===== src/rtl/axi_lite_arb_pkg.sv =====
// Shared types and constants for the AXI4-Lite read arbiter.
package axi_lite_arb_pkg;

  localparam int DEFAULT_WIDTH_ADDR = 32;
  localparam int DEFAULT_WIDTH_DATA = 32;

  typedef enum logic [1:0] {
    IDLE  = 2'd0,
    ISSUE = 2'd1,
    WAIT  = 2'd2,
    RESP  = 2'd3
  } arb_state_t;

  localparam logic [1:0] RESP_OKAY   = 2'b00;
  localparam logic [1:0] RESP_SLVERR = 2'b10;
  localparam logic [1:0] RESP_DECERR = 2'b11;

endpackage


===== src/rtl/rr_arbiter.sv =====
// Combinational round-robin picker: first asserted req at or after ptr, wrapping.
module rr_arbiter #(
  parameter int NUM_REQ = 4,
  localparam int ID_W = $clog2(NUM_REQ)
) (
  input  logic [NUM_REQ-1:0] req,
  input  logic [ID_W-1:0]    ptr,
  output logic [NUM_REQ-1:0] grant,
  output logic [ID_W-1:0]    id
);

  localparam int SW = ID_W + 1;

  logic [SW-1:0]   sum;
  logic [ID_W-1:0] cand;

  // Scan from the farthest offset down so the nearest hit to ptr wins.
  always_comb begin
    grant = '0;
    id    = '0;
    sum   = '0;
    cand  = '0;
    for (int k = NUM_REQ - 1; k >= 0; k--) begin
      sum = {1'b0, ptr} + SW'(k);
      if (sum >= SW'(NUM_REQ)) sum = sum - SW'(NUM_REQ);
      cand = sum[ID_W-1:0];
      if (req[cand]) id = cand;
    end
    if (|req) grant[id] = 1'b1;
  end

endmodule


===== src/rtl/axi_lite_read_arbiter.sv =====
// Shares one AXI4-Lite read-master port among NUM_REQ requesters, round-robin,
// one read outstanding, with a watchdog that answers DECERR for reads that hang.
module axi_lite_read_arbiter
  import axi_lite_arb_pkg::*;
#(
  parameter int NUM_REQ    = 4,
  parameter int WIDTH_ADDR = DEFAULT_WIDTH_ADDR,
  parameter int WIDTH_DATA = DEFAULT_WIDTH_DATA,
  parameter int TIMEOUT    = 256,
  localparam int ID_W = $clog2(NUM_REQ)
) (
  input  logic                          clk,
  input  logic                          reset,
  input  logic [NUM_REQ-1:0]            req_valid,
  input  logic [NUM_REQ*WIDTH_ADDR-1:0] req_addr,
  output logic [NUM_REQ-1:0]            req_ready,
  output logic [NUM_REQ-1:0]            rsp_valid,
  output logic [WIDTH_DATA-1:0]         rsp_data,
  output logic [1:0]                    rsp_resp,
  output logic                          read_en,
  output logic [WIDTH_ADDR-1:0]         read_addr_in,
  input  logic [WIDTH_DATA-1:0]         read_data_out,
  input  logic [1:0]                    read_response_out,
  input  logic                          read_done,
  output arb_state_t                    debug_state,
  output logic [ID_W-1:0]               debug_rr_ptr
);

  // Handshake: a request transfers on a rising edge where req_valid[i] and
  // req_ready[i] are both high; responses are one-cycle pulses with no back-pressure.

  localparam int CNT_W = $clog2(TIMEOUT + 1);

  arb_state_t         state, next_state;
  logic [ID_W-1:0]    rr_ptr, cur_id, win_id, next_ptr;
  logic [NUM_REQ-1:0] win_grant, owner;
  logic [WIDTH_ADDR-1:0] win_addr;
  logic [CNT_W-1:0]   tmo_cnt;
  logic               grant_now, timeout_hit;

  rr_arbiter #(.NUM_REQ(NUM_REQ)) u_rr (
    .req   (req_valid),
    .ptr   (rr_ptr),
    .grant (win_grant),
    .id    (win_id)
  );

  assign grant_now    = (state == IDLE) && (|req_valid);
  assign req_ready    = (state == IDLE && !reset) ? win_grant : '0;
  assign next_ptr     = (win_id == ID_W'(NUM_REQ - 1)) ? '0 : win_id + 1'b1;
  assign owner        = NUM_REQ'(1) << cur_id;
  assign debug_state  = state;
  assign debug_rr_ptr = rr_ptr;

  // Counter is cleared in ISSUE and counts WAIT cycles; firing one short of
  // TIMEOUT-1 on the pre-increment value bounds ISSUE+WAIT to TIMEOUT cycles.
  assign timeout_hit = (state == WAIT) && (tmo_cnt == CNT_W'(TIMEOUT - 2));

  always_comb begin
    win_addr = '0;
    for (int i = 0; i < NUM_REQ; i++)
      if (win_grant[i]) win_addr = req_addr[i*WIDTH_ADDR +: WIDTH_ADDR];
  end

  always_comb begin
    next_state = state;
    unique case (state)
      IDLE:    if (grant_now) next_state = ISSUE;
      ISSUE:   next_state = read_done ? RESP : WAIT;
      WAIT:    if (read_done || timeout_hit) next_state = RESP;
      RESP:    next_state = IDLE;
      default: next_state = IDLE;
    endcase
  end

  always_ff @(posedge clk) begin
    if (reset) begin
      state        <= IDLE;
      rr_ptr       <= '0;
      cur_id       <= '0;
      tmo_cnt      <= '0;
      read_en      <= 1'b0;
      read_addr_in <= '0;
      rsp_valid    <= '0;
      rsp_data     <= '0;
      rsp_resp     <= '0;
    end else begin
      state     <= next_state;
      read_en   <= 1'b0;
      rsp_valid <= '0;
      unique case (state)
        IDLE: begin
          if (grant_now) begin
            cur_id       <= win_id;
            read_addr_in <= win_addr;
            rr_ptr       <= next_ptr;
            read_en      <= 1'b1;
          end
        end
        ISSUE: begin
          tmo_cnt <= '0;
          if (read_done) begin
            rsp_valid <= owner;
            rsp_data  <= read_data_out;
            rsp_resp  <= read_response_out;
          end
        end
        WAIT: begin
          tmo_cnt <= tmo_cnt + 1'b1;
          // A completion landing on the watchdog cycle still carries the slave's answer.
          if (read_done) begin
            rsp_valid <= owner;
            rsp_data  <= read_data_out;
            rsp_resp  <= read_response_out;
          end else if (timeout_hit) begin
            rsp_valid <= owner;
            rsp_data  <= '0;
            rsp_resp  <= RESP_DECERR;
          end
        end
        default: ;
      endcase
    end
  end

endmodule


===== config.mk =====
export PLATFORM = sky130hd
export DESIGN_NAME = axi_lite_read_arbiter
export DESIGN_NICKNAME = d
export VERILOG_FILES = /design/src/rtl/axi_lite_arb_pkg.sv /design/src/rtl/rr_arbiter.sv /design/src/rtl/axi_lite_read_arbiter.sv
export SDC_FILE = /design/constraint.sdc
export NUM_CORES = 1
export LEC_CHECK = 0
export ABC_AREA = 0
export CAP_MARGIN = 15
export CORE_MARGIN = 3
export CORE_UTILIZATION = 36
export CTS_BUF_LIST = sky130_fd_sc_hd__clkbuf_2
export DETAILED_ROUTE_END_ITERATION = 8
export PLACE_DENSITY_LB_ADDON = 0.15
export SYNTH_ARGS = -nofsm -noshare
export SYNTH_HDL_FRONTEND = slang
export SYNTH_HIERARCHICAL = 1
export SYNTH_SLANG_ARGS = --single-unit

===== constraint.sdc =====
create_clock -name clk -period 1.7 [get_ports clk]
set_input_delay 0.34 -clock clk [delete_from_list [all_inputs] [get_ports clk]]
set_output_delay 0.34 -clock clk [all_outputs]
set_load 0.03 [all_outputs]

==> results.json <==
{
  "cp-start-kind": "input pin",
  "drtPass1Iterations": 4,
  "fin_crit_ns": 2.258,
  "ant_nets": 0,
  "drt-initial-drc-count": 222,
  "ioPinCount": 248,
  "wl_per_cell_microns": 18.89,
  "routed_wl_mm": 17.25,
  "violations": "setup timing",
  "clockBufferDepth": 2,
  "nFillCells": 889,
  "synthesis.nets": 652,
  "path_buf_inv": 3,
  "cp_data_arrival_time_ns": 1.92,
  "finalClockSkew_ns": 0.02895,
  "period_share_pct": 132.8,
  "crit_required_ns": 1.36,
  "tightest_slew_ns": 0.4069,
  "outcome": "finished with violations",
  "slew_headroom_pct": 72.82,
  "fin_nets": 940,
  "ys_ff_latch": 86,
  "synth_flop_cell": "dfxtp_1",
  "first_global_vias": 5038,
  "crit_fanout": 7,
  "vias": 4995,
  "hp-class": "in2reg",
  "synth_area_leaders": "dfxtp_1 (40%), a21oi_1 (11%), a221oi_1 (6.6%)",
  "p_per_area_nw_per_um2": 1513,
  "post-dp-hpwl_mm": 11.50,
  "crit_start": "req_valid[3]",
  "leakage_nw": 3.266,
  "crit_family": "buffers and inverters",
  "antenna_found_initial": 0,
  "cts_tree": "yes",
  "ys_warn_count": 6,
  "root_buffer": "clkbuf_2",
  "hold_viol_final": 0,
  "insertion_delay_ns": 0.56,
  "hp-start": "read_data_out[6]",
  "r2r-start": "debug_rr_ptr[0]",
  "yosysTopAreaCellShare_pct": 40.30,
  "gp_congestion": 0.8564,
  "drc": 0,
  "fin_area_sq_um": 8061,
  "crit_type": "in2out",
  "synth_cells": 477,
  "fin_ws_ns": -0.5584,
  "fmax_ghz": 0.4428,
  "total_power_mw": 12.20,
  "synth_cell_types": 52,
  "cpMostUsedCell": "buf_6",
  "synth_edf_count": 0,
  "synth_area_sq_um": 4272,
  "drive_gt1_share_pct": 37.14,
  "cts.sinks": 86,
  "diodes": 0,
  "whs_ns": 0.3459,
  "synth-seq-area-share_pct": 40.30,
  "rows": 39,
  "fp.dieW_microns": 114.9,
  "hold_buffers": 0,
  "cts_buffers": 9,
  "regToRegSetupSlack_ns": -0.47,
  "grt_pass1_wl_mm": 25.50,
  "overflow": 0,
  "critPathSlowestCell": "clkdlybuf4s50_1",
  "crit_chain": "clkdlybuf4s50_1, nor3_1, o31a_2, buf_6, and2_4, buf_6",
  "cp-end-kind": "output port",
  "setup_tns_ns": -12.77,
  "yosys.area.top_type": "dfxtp_1",
  "maxSlewViolCount": 0,
  "rsz0062_at_grt": "yes",
  "max_stage_delay_ns": 0.71,
  "area_growth_pct": 88.72,
  "track_usage_pct": 24.00,
  "placed_cell_area_sq_um": 7002,
  "die_area_sq_um": 13210,
  "clk_pin_slew_ns": 0.28,
  "port_buffers": 247,
  "synth-async-reset-ratio_pct": 0,
  "grt_max_degree": 34,
  "htreeDepth": 3,
  "avgSynthCellArea_sq_um": 8.955,
  "vdd_drop_max_uv": 760.5,
  "final_util_pct": 70.00,
  "die_h_microns": 114.9,
  "coreArea_sq_um": 11520,
  "start_util_pct": 37.09,
  "setup_viol": 37,
  "via_per_inst": 5.471,
  "drv_cap": 0
}
==> repair_timing <==
item | 4_1_cts | 5_1_grt
resized for setup | 308 | 89
endpoints found under the setup margin | 113 | 103
setup buffers | 29 | 14
cloned | 5 | 2
pin swaps | 59 | 36
==> metal layers <==
layer | up-vias | track usage (%) | share of wire (%)
met1 | 2408 | 26.89 | 39
met4 | 0 | 9.077 | 3.4
met3 | 42 | 7.263 | 6.8
li1 | 2345 | - | -
met2 | 200 | 42.67 | 51
met5 | - | 0 | 0
==> registers in the layout, indices dropped and copies added (netlist names) <==
signal / cells
rsp_valid: 4
rsp_data: 32
cur_id: 2
read_en: 1
read_addr_in: 32
debug_rr_ptr: 2
debug_state: 2
tmo_cnt: 9
rsp_resp: 2
==> placed cells by master, fill, tap and decap left out, drive strengths merged, types with 2 or more instances in the layout <==
| cell | count |
|---|---|
| a211o | 31 |
| a211oi | 3 |
| a21o | 2 |
| a21oi | 101 |
| a221oi | 32 |
| a22o | 32 |
| and2 | 4 |
| and2b | 2 |
| buf | 81 |
| clkbuf | 10 |
| clkdlybuf4s15 | 63 |
| clkdlybuf4s18 | 5 |
| clkdlybuf4s50 | 168 |
| clkinv | 2 |
| dfxtp | 86 |
| ha | 6 |
| inv | 43 |
| nand2 | 15 |
| nand2b | 2 |
| nand3 | 2 |
| nand4 | 2 |
| nor2 | 16 |
| nor2b | 6 |
| nor3 | 5 |
| nor3b | 3 |
| o21ai | 20 |
| o22ai | 2 |
| or3 | 4 |
| xnor2 | 2 |
| xor2 | 4 |
==> Yosys cell counts, types with 2 or more instances <==
library cell / instances
xnor2_1: 2
inv_1: 39
buf_6: 8
ha_1: 6
o22ai_1: 2
a21o_1: 2
nor2_1: 16
a211oi_1: 3
a21oi_2: 3
nor3_1: 4
a221oi_1: 32
a21oi_1: 98
o21ai_1: 2
buf_12: 3
buf_2: 13
nor2b_1: 3
dfxtp_1: 86
o21ai_0: 18
clkbuf_1: 12
a22o_1: 32
buf_4: 6
nor3b_1: 2
nand2b_1: 2
nor2b_4: 2
xor2_1: 4
a211o_1: 31
and2_1: 4
or3_1: 3
nand2_1: 15
nand3_1: 2
==> area by class of cell <==
class	count	area, sq um	share of cell area (%)
Tap cell	143	178.9	2.219
Multi-Input combinational cell	309	2550	31.63
Clock buffer	9	45.04	0.5587
Inverter	40	150.1	1.862
Clock inverter	7	86.33	1.071
Timing Repair Buffer	319	3287	40.77
Sequential cell	86	1764	21.88
==> logic make-up after synthesis <==
kind of cell | count (synthesis) | synth area share [%]
XOR/XNOR | 6 | 1.230
AND/OR/NAND/NOR | 65 | 8.876
adder cells (fa/ha/maj) | 6 | 1.757
AO/OA/AOI/OAI | 231 | 37.08
buffers and inverters | 83 | 10.75
flip-flops | 86 | 40.30
==> power breakdown <==
part | leakage (nW) | switching [mW] | total (mW) | internal, mW
registers | 0.719 | 0.406 | 3.11 | 2.70
clock network | 0.0769 | 0.820 | 1.19 | 0.375
logic | 2.47 | 4.20 | 7.90 | 3.70
==> metrics by stage <==
step	cells	setup slack, ns
floorplan	477	-0.008450
global placement	866	-0.7062
detailed placement	866	-0.7308
CTS	904	-0.5207
global route	913	-0.6546
finish	913	-0.5584
==> path summary, 6_finish.rpt <==
kind	cells past startpoint	end
hold / removal	2	rsp_data[6]
setup / recovery	6	req_ready[2]
hold reg to reg	2	rsp_resp[1]
setup reg to reg	11	read_addr_in[17]
Power figures use the tool's default switching activity.
